===== src/rtl/alu_pkg.sv =====
// Shared definitions for the ALU sharing arbiter.
// Holds default bus widths, the ALU control encodings understood by the external ALU,
// and the encoding of the arbiter's result-register state.
package alu_pkg;

  localparam int unsigned ALU_WIDTH  = 32;
  localparam int unsigned ALU_CTRL_W = 3;

  localparam logic [2:0] ALU_ADD = 3'b000;
  localparam logic [2:0] ALU_SUB = 3'b001;
  localparam logic [2:0] ALU_AND = 3'b010;
  localparam logic [2:0] ALU_OR  = 3'b011;
  localparam logic [2:0] ALU_XOR = 3'b100;
  localparam logic [2:0] ALU_SLT = 3'b101;
  localparam logic [2:0] ALU_NOP = 3'b111;

  // FREE: result register empty. HOLD: result register valid, owned by one requester.
  typedef enum logic {
    ST_FREE = 1'b0,
    ST_HOLD = 1'b1
  } state_e;

endpackage


===== src/rtl/alu_share_arbiter_if.sv =====
// Handshake bundle between two ALU requesters, the sharing arbiter and the external ALU.
//   req0_* / req1_* : request channels (valid/ready, operands, control)
//   rsp0_* / rsp1_* : response handshakes; rsp_result/rsp_zero is the shared response bus
//   alu_*           : operand/control bus to the ALU and its combinational result
// Modports: slave = arbiter side, master = requester/ALU environment side.
interface alu_share_arbiter_if #(
  parameter int unsigned WIDTH  = 32,
  parameter int unsigned CTRL_W = 3
);

  logic              req0_valid;
  logic              req0_ready;
  logic [WIDTH-1:0]  req0_a;
  logic [WIDTH-1:0]  req0_b;
  logic [CTRL_W-1:0] req0_ctrl;

  logic              req1_valid;
  logic              req1_ready;
  logic [WIDTH-1:0]  req1_a;
  logic [WIDTH-1:0]  req1_b;
  logic [CTRL_W-1:0] req1_ctrl;

  logic              rsp0_valid;
  logic              rsp0_ready;
  logic              rsp1_valid;
  logic              rsp1_ready;
  logic [WIDTH-1:0]  rsp_result;
  logic              rsp_zero;

  logic [WIDTH-1:0]  alu_srcA;
  logic [WIDTH-1:0]  alu_srcB;
  logic [CTRL_W-1:0] alu_ctrl;
  logic [WIDTH-1:0]  alu_result;
  logic              alu_zero;

  modport slave (
    input  req0_valid, req0_a, req0_b, req0_ctrl,
    output req0_ready,
    input  req1_valid, req1_a, req1_b, req1_ctrl,
    output req1_ready,
    output rsp0_valid, rsp1_valid, rsp_result, rsp_zero,
    input  rsp0_ready, rsp1_ready,
    output alu_srcA, alu_srcB, alu_ctrl,
    input  alu_result, alu_zero
  );

  modport master (
    output req0_valid, req0_a, req0_b, req0_ctrl,
    input  req0_ready,
    output req1_valid, req1_a, req1_b, req1_ctrl,
    input  req1_ready,
    input  rsp0_valid, rsp1_valid, rsp_result, rsp_zero,
    output rsp0_ready, rsp1_ready,
    input  alu_srcA, alu_srcB, alu_ctrl,
    output alu_result, alu_zero
  );

endinterface


===== src/rtl/alu_share_arbiter_rr_arb2.sv =====
// Two-input round-robin grant.
//   clk, rst_n : clock, synchronous active-low reset
//   req[1:0]   : qualified requests (already gated by the caller's issue condition)
//   advance    : a grant is taken this cycle; rotate priority away from the winner
//   gnt[1:0]   : one-hot grant, all-zero when no request
module rr_arb2 (
  input  logic       clk,
  input  logic       rst_n,
  input  logic [1:0] req,
  input  logic       advance,
  output logic [1:0] gnt
);

  // prio_q == 1 means requester 1 wins a tie.
  logic prio_q;

  always_comb begin
    gnt = 2'b00;
    case (req)
      2'b01:   gnt = 2'b01;
      2'b10:   gnt = 2'b10;
      2'b11:   gnt = prio_q ? 2'b10 : 2'b01;
      default: gnt = 2'b00;
    endcase
  end

  always_ff @(posedge clk) begin
    if (!rst_n) begin
      prio_q <= 1'b0;
    end else if (advance) begin
      // Winner 0 hands priority to 1 and vice versa.
      prio_q <= gnt[0];
    end
  end

endmodule


===== src/rtl/alu_share_arbiter.sv =====
// Shares one external combinational ALU between two requesters.
//   clk, rst_n : clock, synchronous active-low reset
//   bus        : request channels, response handshakes/shared result bus, ALU operand bus
// One operation is issued per grant cycle; its result is registered and held until the
// owning requester takes it. Draining and issuing in the same cycle gives full throughput.
module alu_share_arbiter
  import alu_pkg::*;
#(
  parameter int unsigned       WIDTH     = ALU_WIDTH,
  parameter int unsigned       CTRL_W    = ALU_CTRL_W,
  parameter logic [CTRL_W-1:0] IDLE_CTRL = {CTRL_W{1'b1}}
) (
  input  logic                 clk,
  input  logic                 rst_n,
  alu_share_arbiter_if.slave   bus
);

  state_e           state_q;
  logic             owner_q;
  logic [WIDTH-1:0] result_q;
  logic             zero_q;

  logic       owner_ready;
  logic       can_issue;
  logic       issue;
  logic [1:0] arb_req;
  logic [1:0] gnt;

  // Only the owner's rsp_ready can free the result register.
  assign owner_ready = owner_q ? bus.rsp1_ready : bus.rsp0_ready;
  // rst_n in the term keeps both req_ready low while reset is asserted.
  assign can_issue   = rst_n && ((state_q == ST_FREE) || owner_ready);
  assign arb_req     = {bus.req1_valid, bus.req0_valid} & {2{can_issue}};
  assign issue       = |arb_req;

  rr_arb2 u_rr_arb2 (
    .clk     (clk),
    .rst_n   (rst_n),
    .req     (arb_req),
    .advance (issue),
    .gnt     (gnt)
  );

  always_comb begin
    bus.req0_ready = gnt[0];
    bus.req1_ready = gnt[1];
    bus.alu_srcA   = '0;
    bus.alu_srcB   = '0;
    bus.alu_ctrl   = IDLE_CTRL;
    unique case (gnt)
      2'b01: begin
        bus.alu_srcA = bus.req0_a;
        bus.alu_srcB = bus.req0_b;
        bus.alu_ctrl = bus.req0_ctrl;
      end
      2'b10: begin
        bus.alu_srcA = bus.req1_a;
        bus.alu_srcB = bus.req1_b;
        bus.alu_ctrl = bus.req1_ctrl;
      end
      default: ;
    endcase
  end

  always_ff @(posedge clk) begin
    if (!rst_n) begin
      state_q  <= ST_FREE;
      owner_q  <= 1'b0;
      result_q <= '0;
      zero_q   <= 1'b0;
    end else if (issue) begin
      // Covers both a fresh issue and drain-plus-issue in the same cycle.
      state_q  <= ST_HOLD;
      owner_q  <= gnt[1];
      result_q <= bus.alu_result;
      zero_q   <= bus.alu_zero;
    end else if ((state_q == ST_HOLD) && owner_ready) begin
      // Result bus keeps its last value; it is don't-care once no rsp valid is high.
      state_q <= ST_FREE;
    end
  end

  assign bus.rsp0_valid = (state_q == ST_HOLD) && !owner_q;
  assign bus.rsp1_valid = (state_q == ST_HOLD) && owner_q;
  assign bus.rsp_result = result_q;
  assign bus.rsp_zero   = zero_q;

endmodule


===== src/flat_wrapper.sv =====
// flat-port wrapper written by rule: the top's interface ports become plain ports
module alu_share_arbiter_flat import alu_pkg::*;
#(
  parameter int unsigned       WIDTH     = ALU_WIDTH,
  parameter int unsigned       CTRL_W    = ALU_CTRL_W,
  parameter logic [CTRL_W-1:0] IDLE_CTRL = {CTRL_W{1'b1}}
)
  (clk, rst_n, bus_req0_valid, bus_req0_a, bus_req0_b, bus_req0_ctrl, bus_req0_ready, bus_req1_valid, bus_req1_a, bus_req1_b, bus_req1_ctrl, bus_req1_ready, bus_rsp0_valid, bus_rsp1_valid, bus_rsp_result, bus_rsp_zero, bus_rsp0_ready, bus_rsp1_ready, bus_alu_srcA, bus_alu_srcB, bus_alu_ctrl, bus_alu_result, bus_alu_zero);
  alu_share_arbiter_if #(.WIDTH(WIDTH), .CTRL_W(CTRL_W)) bus_i ();
  input  logic clk;
  input  logic rst_n;
  input wire logic [$bits(bus_i.req0_valid)-1:0] bus_req0_valid;
  input wire logic [$bits(bus_i.req0_a)-1:0] bus_req0_a;
  input wire logic [$bits(bus_i.req0_b)-1:0] bus_req0_b;
  input wire logic [$bits(bus_i.req0_ctrl)-1:0] bus_req0_ctrl;
  output wire logic [$bits(bus_i.req0_ready)-1:0] bus_req0_ready;
  input wire logic [$bits(bus_i.req1_valid)-1:0] bus_req1_valid;
  input wire logic [$bits(bus_i.req1_a)-1:0] bus_req1_a;
  input wire logic [$bits(bus_i.req1_b)-1:0] bus_req1_b;
  input wire logic [$bits(bus_i.req1_ctrl)-1:0] bus_req1_ctrl;
  output wire logic [$bits(bus_i.req1_ready)-1:0] bus_req1_ready;
  output wire logic [$bits(bus_i.rsp0_valid)-1:0] bus_rsp0_valid;
  output wire logic [$bits(bus_i.rsp1_valid)-1:0] bus_rsp1_valid;
  output wire logic [$bits(bus_i.rsp_result)-1:0] bus_rsp_result;
  output wire logic [$bits(bus_i.rsp_zero)-1:0] bus_rsp_zero;
  input wire logic [$bits(bus_i.rsp0_ready)-1:0] bus_rsp0_ready;
  input wire logic [$bits(bus_i.rsp1_ready)-1:0] bus_rsp1_ready;
  output wire logic [$bits(bus_i.alu_srcA)-1:0] bus_alu_srcA;
  output wire logic [$bits(bus_i.alu_srcB)-1:0] bus_alu_srcB;
  output wire logic [$bits(bus_i.alu_ctrl)-1:0] bus_alu_ctrl;
  input wire logic [$bits(bus_i.alu_result)-1:0] bus_alu_result;
  input wire logic [$bits(bus_i.alu_zero)-1:0] bus_alu_zero;
  assign bus_i.req0_valid = bus_req0_valid;
  assign bus_i.req0_a = bus_req0_a;
  assign bus_i.req0_b = bus_req0_b;
  assign bus_i.req0_ctrl = bus_req0_ctrl;
  assign bus_req0_ready = bus_i.req0_ready;
  assign bus_i.req1_valid = bus_req1_valid;
  assign bus_i.req1_a = bus_req1_a;
  assign bus_i.req1_b = bus_req1_b;
  assign bus_i.req1_ctrl = bus_req1_ctrl;
  assign bus_req1_ready = bus_i.req1_ready;
  assign bus_rsp0_valid = bus_i.rsp0_valid;
  assign bus_rsp1_valid = bus_i.rsp1_valid;
  assign bus_rsp_result = bus_i.rsp_result;
  assign bus_rsp_zero = bus_i.rsp_zero;
  assign bus_i.rsp0_ready = bus_rsp0_ready;
  assign bus_i.rsp1_ready = bus_rsp1_ready;
  assign bus_alu_srcA = bus_i.alu_srcA;
  assign bus_alu_srcB = bus_i.alu_srcB;
  assign bus_alu_ctrl = bus_i.alu_ctrl;
  assign bus_i.alu_result = bus_alu_result;
  assign bus_i.alu_zero = bus_alu_zero;
  alu_share_arbiter #(.WIDTH(WIDTH), .CTRL_W(CTRL_W), .IDLE_CTRL(IDLE_CTRL)) u_core (.clk(clk), .rst_n(rst_n), .bus(bus_i));
endmodule

===== config.mk =====
export PLATFORM = sky130hd
export DESIGN_NAME = alu_share_arbiter_flat
export DESIGN_NICKNAME = d
export VERILOG_FILES = /design/src/rtl/alu_pkg.sv /design/src/rtl/alu_share_arbiter_if.sv /design/src/rtl/alu_share_arbiter_rr_arb2.sv /design/src/rtl/alu_share_arbiter.sv /design/src/flat_wrapper.sv
export SDC_FILE = /design/constraint.sdc
export NUM_CORES = 1
export LEC_CHECK = 0
export CAP_MARGIN = 20
export CORE_AREA = 3 3 106 108
export DETAILED_ROUTE_END_ITERATION = 12
export DIE_AREA = 0 0 109 111
export GPL_TIMING_DRIVEN = 0
export PLACE_DENSITY = 0.67
export SLEW_MARGIN = 25
export SYNTH_ARGS = -nofsm -noshare
export SYNTH_HDL_FRONTEND = slang
export SYNTH_SLANG_ARGS = --single-unit
export TNS_END_PERCENT = 10

===== constraint.sdc =====
create_clock -name clk -period 2.4 [get_ports clk]
set_input_delay 0.24 -clock clk [delete_from_list [all_inputs] [get_ports clk]]
set_output_delay 0.24 -clock clk [all_outputs]
set_load 0.01 [all_outputs]

==> impl_results.rst, run 1 <==
.. list-table::
   :header-rows: 1

   * - Metric
     - Value
   * - Outcome
     - complete, but fails checks
   * - Violated checks
     - negative setup slack
   * - Sequential-to-total area share from yosys stat
     - between 30% and 40%
   * - Final Worst Setup Slack
     - -10.1 ps
   * - P&R area growth vs syn
     - 147%
   * - Max-cap violations
     - 0
   * - Most used flip-flop cell after synthesis
     - sky130_fd_sc_hd__dfxtp_1
   * - Placeable core region
     - between 10000 and 15000 um2
   * - Syn Inst Count
     - ~260
   * - Remaining number of nets flagged by the antenna check after routing
     - 0
   * - Half-perimeter wire length of the detailed placement result
     - between 9000 and 10000 um
   * - Path type of the worst min-delay path
     - primary input to flop
   * - Clock net sink count
     - 36
   * - EDFF count, synth
     - 0
   * - Synthesized cell area
     - 2130 um2
   * - CTS root buf
     - sky130_fd_sc_hd__clkbuf_8
   * - Post-synthesis async set-or-reset flop share
     - 0%
   * - DRC viols
     - 0
   * - Total grt overflow
     - 0
   * - CTS clk-pin slew, worst paths
     - about 70 ps
   * - Most crowded layer after global routing
     - met2
   * - Total global-route track usage
     - 18.1%
   * - R2r worst-path depth
     - 5
   * - Highest fanout seen on the critical path
     - 10
   * - Number of nets at the end of the flow
     - between 700 and 800
   * - Clock tree from TritonCTS
     - done
   * - Post-cts hold buffer count
     - 0
   * - Final setup vio count
     - 3
   * - Net Count, Synth
     - between 400 and 500
   * - PwrDens
     - approximately 380 nW/um2
   * - Hold worst-path end
     - u_core.owner_q$_SDFFE_PN0P_
   * - Met3 global-route usage
     - under 10%
   * - CTS H-Tree Depth
     - 2
   * - Largest net degree at the start of global routing
     - 13
   * - WHS
     - 273 ps
   * - Reg-to-reg startpoint
     - u_core.owner_q$_SDFFE_PN0P_
   * - Detailed-routing iteration count for the pre-antenna-repair pass
     - 5
   * - Leakage
     - about 0.0021 uW
   * - Floorplan die height
     - around 110 um
   * - Type of destination of the critical path
     - primary output
   * - Avg Inst Size Synth
     - 8.33 um2
   * - Final clock period utilization by the worst path
     - 100%
   * - Required time of the critical path
     - roughly 2200 ps
   * - IR drop worst, VDD
     - 246 uV
   * - Hold path cells
     - 2
   * - Port Buffer Count
     - 275
   * - Met1 usage
     - between 10% and 20%
   * - Post-detailed-routing wire length
     - between 10000 and 15000 um
   * - Effective utilization at floorplan
     - 20.7%
   * - Startpoint type of the worst setup path
     - flop
   * - Number of ports placed on the die boundary
     - around 280
   * - Clock insertion delay at the later pin of the skew report
     - 280 ps
   * - Worst Setup SP
     - u_core.owner_q$_SDFFE_PN0P_
   * - Number of flip-flops and latches in the synthesized netlist
     - 36
   * - Site Rows
     - 37
   * - Final number of hold-violating endpoints
     - 0
   * - Routability congestion estimate from global placement
     - 0.812
   * - Vias after detailed routing
     - between 3000 and 4000
   * - Total power draw
     - about 2000 uW
   * - Buffer levels on the longest clock path
     - 2
   * - Grt met2 use
     - roughly 33%
   * - Worst reg2reg setup slack
     - approximately 830 ps
   * - Number of DRC markers after the initial detailed-route iteration
     - 112
   * - Post-Route Setup TNS
     - -20.9 ps
   * - Share of post-route cells with drive strength above 1
     - a little over a quarter
   * - Slew at the pin closest to its max-slew limit
     - between 300 and 400 ps
   * - Min cycle time layout
     - approximately 2400 ps
   * - Ant diodes
     - 0
   * - Yosys warns
     - 0
   * - Reg2reg end
     - u_core.bus.rsp_result[14]$_SDFFE_PN0P_
   * - TritonCTS Buffers
     - 5
   * - Number of vias per cell
     - 4.66
   * - Max-slew violation total from the final report
     - 0
   * - Start-to-end type of the worst setup path
     - flop to primary output
   * - Number of antenna violations at the first check in global routing
     - 0
   * - Worst slew margin
     - around three quarters
   * - Number of global-route vias before repair
     - ~3400
   * - Final routed wire length divided by cell count
     - approximately 17 um
   * - Setup repair after global routing missed its margin
     - true
   * - Die outline width
     - about 110 um
   * - Layout Skew
     - approximately 3.2 ps
   * - Startpoint of the lowest-slack hold path
     - rst_n
   * - Wire length of the first global-routing pass
     - about 18000 um
   * - Maximum frequency from static timing analysis
     - approximately 410 MHz
   * - Arrival time of data at the critical path endpoint
     - between 2000 and 2500 ps
   * - Unique cell type count in the Yosys netlist
     - 30
   * - Die ar.
     - between 10000 and 15000 um2
## flip-flops by register name, summed over array words and instances (netlist names)
register	flops
u_core.u_rr_arb2.prio_q	1
u_core.bus.rsp_zero	1
u_core.bus.rsp_result	32
u_core.state_q	1
u_core.owner_q	1
## metal layers
metal / part of all wire, % / vias up
met5: 0 / -
met4: 1.1 / 0
met3: 11 / 11
met2: 51 / 166
met1: 36 / 1453
li1: - / 1545
## final cells by class
| class | count | area, um2 |
|---|---|---|
| Clock buffer | 5 | 68.8 |
| Clock inverter | 3 | 18.8 |
| Tap cell | 136 | 170 |
| Timing Repair Buffer | 281 | 2490 |
| Buffer | 28 | 357 |
| Sequential cell | 36 | 726 |
| Multi-Input combinational cell | 189 | 1420 |
| Fill cell | 985 | 5060 |
| Inverter | 3 | 11.3 |
## synth_stat cells (2+ instances only)
cell type / instances / share of area [%]
sky130_fd_sc_hd__nor2_1: 66 / 12
sky130_fd_sc_hd__a22oi_1: 64 / 23
sky130_fd_sc_hd__dfxtp_1: 36 / 34
sky130_fd_sc_hd__a22o_1: 33 / 14
sky130_fd_sc_hd__clkbuf_1: 12 / 2.1
sky130_fd_sc_hd__buf_1: 9 / 1.6
sky130_fd_sc_hd__buf_6: 6 / 3.2
sky130_fd_sc_hd__a221o_1: 3 / 1.4
sky130_fd_sc_hd__inv_1: 3 / 0.53
sky130_fd_sc_hd__nand2_1: 3 / 0.53
sky130_fd_sc_hd__ha_1: 2 / 1.2
## through the flow
stage               cells  cell area, um2  util [%]  setup WS (ps)
floorplan             256            2140         -          -2.62
global placement      667            5060      49.0          -1090
detailed placement    667            5060      49.0          -1090
CTS                   681            5260      51.0          -93.1
global route          681            5260      51.0          -91.8
finish                681            5260      51.0          -10.1
## where the power goes
group | internal, uW | total (uW) | switching [uW]
registers | 649 | 680 | 31.3
logic | 565 | 915 | 350
clock network | 202 | 411 | 209
total | 1420 | 2010 | 590
## kinds of logic (layout without fill, tap and decap cells)
| group | count (synthesis) | after routing | synth area share [%] |
|---|---|---|---|
| mux | 2 | 2 | 0.997 |
| flops | 36 | 36 | 33.8 |
| buf+inv | 31 | 320 | 7.74 |
| simple gates | 77 | 77 | 14.7 |
| fa+ha+maj | 2 | 2 | 1.17 |
| compound gates | 108 | 108 | 41.6 |
## layout by cell type, fill, tap and decap left out, types with 2 or more instances in the layout
cell type | synthesis | final
sky130_fd_sc_hd__clkdlybuf4s50_1 | 0 | 205
sky130_fd_sc_hd__nor2_1 | 66 | 63
sky130_fd_sc_hd__a22oi_1 | 64 | 40
sky130_fd_sc_hd__buf_2 | 0 | 38
sky130_fd_sc_hd__dfxtp_1 | 36 | 34
sky130_fd_sc_hd__a22o_1 | 33 | 33
sky130_fd_sc_hd__a22oi_2 | 0 | 24
sky130_fd_sc_hd__clkbuf_2 | 0 | 24
sky130_fd_sc_hd__buf_6 | 6 | 12
sky130_fd_sc_hd__buf_4 | 1 | 9
sky130_fd_sc_hd__clkbuf_8 | 0 | 9
sky130_fd_sc_hd__dlygate4sd2_1 | 0 | 9
sky130_fd_sc_hd__clkbuf_16 | 0 | 4
sky130_fd_sc_hd__nand2_1 | 3 | 3
sky130_fd_sc_hd__nor2_2 | 0 | 3
sky130_fd_sc_hd__a221o_1 | 3 | 3
sky130_fd_sc_hd__inv_1 | 3 | 2
sky130_fd_sc_hd__buf_8 | 0 | 2
sky130_fd_sc_hd__clkbuf_4 | 0 | 2
sky130_fd_sc_hd__ha_4 | 0 | 2
sky130_fd_sc_hd__clkinv_2 | 0 | 2
## critical path, cell delays in order (launching register included)
cell                            delay [ps]
sky130_fd_sc_hd__dfxtp_4               380
sky130_fd_sc_hd__mux2_4                310
sky130_fd_sc_hd__o2111a_2              300
sky130_fd_sc_hd__ha_4                  190
sky130_fd_sc_hd__buf_4                 190
sky130_fd_sc_hd__a22oi_1               180
sky130_fd_sc_hd__nor2_1                 50
sky130_fd_sc_hd__dlygate4sd2_1         290
## what timing repair did
item	in CTS	in global routing
pin swaps	5	5
endpoints found under the setup margin	67	67
gates cloned	1	0
resized for setup	257	75
hold endpoints to repair	0	0
buffers inserted	5	0
## worst max-delay path by stage
stage,slack (ps),endpoint
after global routing,-90,bus_alu_srcA[5]
after detailed placement,-1090,bus_alu_srcA[5]
final,-10,bus_alu_srcB[7]
after CTS,-90,bus_alu_srcB[9]
after floorplan,-3,bus_alu_srcA[10]
after global placement,-1090,bus_alu_srcA[14]
Power figures use the tool's default switching activity.
==> run 2: changes to the inputs <==
--- a/config.mk
+++ b/config.mk
@@ -10,7 +10,7 @@
 export DETAILED_ROUTE_END_ITERATION = 12
 export DIE_AREA = 0 0 109 111
 export GPL_TIMING_DRIVEN = 0
-export PLACE_DENSITY = 0.67
+export PLACE_DENSITY = 0.74
 export SLEW_MARGIN = 25
 export SYNTH_ARGS = -nofsm -noshare
 export SYNTH_HDL_FRONTEND = slang
==> impl_results.rst, run 2 (same netlist as run 1, synthesis figures left out) <==
.. list-table::
   :header-rows: 1

   * - Metric
     - Value
   * - Outcome
     - complete, but fails checks
   * - Die outline width
     - 109 um (unchanged)
   * - Total global-route track usage
     - 18.4% (+0.29 points)
   * - Ant diodes
     - 0 (unchanged)
   * - Startpoint type of the worst setup path
     - flop
   * - Arrival time of data at the critical path endpoint
     - 2190 ps (+20 ps)
   * - Clock net sink count
     - 36 (unchanged)
   * - Final setup vio count
     - 5 (+2)
   * - Share of post-route cells with drive strength above 1
     - 27.7% (+1.4 points)
   * - Setup repair after global routing missed its margin
     - true
   * - Total grt overflow
     - 0 (unchanged)
   * - Post-cts hold buffer count
     - 0 (unchanged)
   * - CTS clk-pin slew, worst paths
     - 80 ps (about the same)
   * - Required time of the critical path
     - 2160 ps (about the same)
   * - Number of vias per cell
     - 4.67 (+0.17%)
   * - Remaining number of nets flagged by the antenna check after routing
     - 0 (unchanged)
   * - Post-detailed-routing wire length
     - 11900 um (+2.3%)
   * - Port Buffer Count
     - 275 (unchanged)
   * - TritonCTS Buffers
     - 5 (unchanged)
   * - Cell-by-cell listing of the critical path
     - mux2_4 > o2111a_2 > inv_2 > ha_4 > clkbuf_8 > a22oi_1 > nor2_1 > clkdlybuf4s15_2
   * - P&R area growth vs syn
     - 148%
   * - Number of global-route vias before repair
     - 3412 (+1.7%)
   * - Final clock period utilization by the worst path
     - 101% (+0.71 points)
   * - CTS H-Tree Depth
     - 2 (unchanged)
   * - Vias after detailed routing
     - 3185 (+0.31%)
   * - Maximum frequency from static timing analysis
     - 412 MHz (-0.70%)
   * - Floorplan die height
     - 111 um (unchanged)
   * - Number of antenna violations at the first check in global routing
     - 0 (unchanged)
   * - Buffer levels on the longest clock path
     - 2 (unchanged)
   * - Largest net degree at the start of global routing
     - 13 (unchanged)
   * - Leakage
     - 0.00210 uW (about the same)
   * - Final Worst Setup Slack
     - -27.2 ps (-17.1 ps)
   * - Number of nets at the end of the flow
     - 720 (+0.14%)
   * - Type of destination of the critical path
     - primary output
   * - Clock insertion delay at the later pin of the skew report
     - 290 ps (about the same)
   * - Clock tree from TritonCTS
     - done
   * - Wire length of the first global-routing pass
     - 17800 um (+0.89%)
   * - Number of ports placed on the die boundary
     - 277 (unchanged)
   * - Site Rows
     - 37 (unchanged)
   * - Min cycle time layout
     - 2430 ps (+17.1 ps)
   * - Path type of the worst min-delay path
     - primary input to flop
   * - PwrDens
     - 385 nW/um2 (+1.0%)
   * - Post-Route Setup TNS
     - -78.9 ps (-57.9 ps)
   * - Design area
     - 5290 um2 (+0.45%)
   * - Effective utilization at floorplan
     - 20.7% (unchanged)
   * - Area after DPL
     - 5060 um2 (unchanged)
   * - Detailed-routing iteration count for the pre-antenna-repair pass
     - 4 (-1)
   * - Max-cap violations
     - 0 (unchanged)
   * - Most common library cell in the layout ignoring fill and taps
     - sky130_fd_sc_hd__clkdlybuf4s50_1
   * - Slew at the pin closest to its max-slew limit
     - 393 ps (-1.34 ps)
   * - Highest fanout seen on the critical path
     - 10 (unchanged)
   * - DRC viols
     - 0 (unchanged)
   * - R2r worst-path depth
     - 5 (unchanged)
   * - Violated checks
     - negative setup slack
   * - Slowest CP cell
     - sky130_fd_sc_hd__dfxtp_4
   * - Total power draw
     - 2030 uW (+1.5%)
   * - Hold path cells
     - 2 (unchanged)
   * - CTS root buf
     - sky130_fd_sc_hd__clkbuf_8
   * - IR drop worst, VDD
     - 301 uV (+22%)
   * - Worst stage delay on the critical path
     - 380 ps (about the same)
   * - Placeable core region
     - 10300 um2 (unchanged)
   * - Worst slack at placement
     - -1180 ps (-98.4 ps)
   * - Start-to-end type of the worst setup path
     - flop to primary output
   * - Half-perimeter wire length of the detailed placement result
     - 9720 um (+3.0%)
   * - Number of flip-flops in the largest register
     - 32 (unchanged)
   * - Final number of hold-violating endpoints
     - 0 (unchanged)
   * - Die ar.
     - 12100 um2 (unchanged)
   * - Final routed wire length divided by cell count
     - 17.4 um (+2.2%)
   * - Filler cell count
     - 962 (-2.3%)
   * - Max-slew violation total from the final report
     - 0 (unchanged)
   * - Worst slew margin
     - 73.7% (+0.090 points)
   * - Commonest non-fill, non-tap cells in the layout
     - sky130_fd_sc_hd__clkdlybuf4s50_1 (205), sky130_fd_sc_hd__nor2_1 (65), sky130_fd_sc_hd__buf_2 (47), sky130_fd_sc_hd__a22oi_1 (38), sky130_fd_sc_hd__dfxtp_1 (34)
   * - Layout Skew
     - 9.46 ps (+6.23 ps)
   * - Number of DRC markers after the initial detailed-route iteration
     - 147 (+31%)
   * - Routability congestion estimate from global placement
     - 0.947 (+17%)
run 2: worst max-delay path: cells and delay by family, from the launching register on:
kind	cells	cell delay, ps
AO/OA/AOI/OAI	2	370
flip-flops	1	380
adder cells (fa/ha/maj)	1	180
multiplexers	1	310
buffers and inverters	3	510
AND/OR/NAND/NOR	1	150
run 2: final timing paths:
check,slack (ps),from,end
setup / recovery,-30,u_core.owner_q$_SDFFE_PN0P_,bus_alu_srcA[28]
hold / removal,280,rst_n,u_core.owner_q$_SDFFE_PN0P_
setup reg to reg,830,u_core.owner_q$_SDFFE_PN0P_,u_core.bus.rsp_result[2]$_SDFFE_PN0P_
hold reg to reg,480,u_core.bus.rsp_result[26]$_SDFFE_PN0P_,u_core.bus.rsp_result[26]$_SDFFE_PN0P_
run 2: where the power goes:
group          total [uW]  leakage [uW]  switching, uW  internal, uW
clock                 425     0.0000479            223           202
combinational         929       0.00175            359           570
sequential            681      0.000299           32.3           648
run 2: metrics by stage:
stage          utilization, %  std cells  hold slack [ps]
3_5_place_dp             49.0        667              453
3_3_place_gp             49.0        667              456
5_1_grt                  51.2        682              285
4_1_cts                  51.3        681              262
6_report                 51.2        682              276
2_1_floorplan               -        256              373
run 2: repair_timing:
item / CTS / global route
gates resized for setup: 305 / 56
setup buffers: 5 / 1
pin swaps: 4 / 2
cloned: 1 / 0
endpoints found under the setup margin: 67 / 67
run 2: cell type report:
cell class	count	area, um2	share of cell area [%]
multi-input cells	189	1430	27.1
flip-flops and latches	36	726	13.7
well taps	136	170	3.22
repair buffers	282	2500	47.3
clock inverters	3	18.8	0.355
plain buffers	28	362	6.84
clock buffers	5	68.8	1.30
inverters	3	11.3	0.213
run 2: routing by layer:
metal  routed length [um]  up-vias  track usage, %
li1                     -     1551               -
met4                  144        0            4.29
met1                 4440     1461            19.6
met3                 1040       11            4.95
met2                 6270      162            35.1
met5                    0        -               0
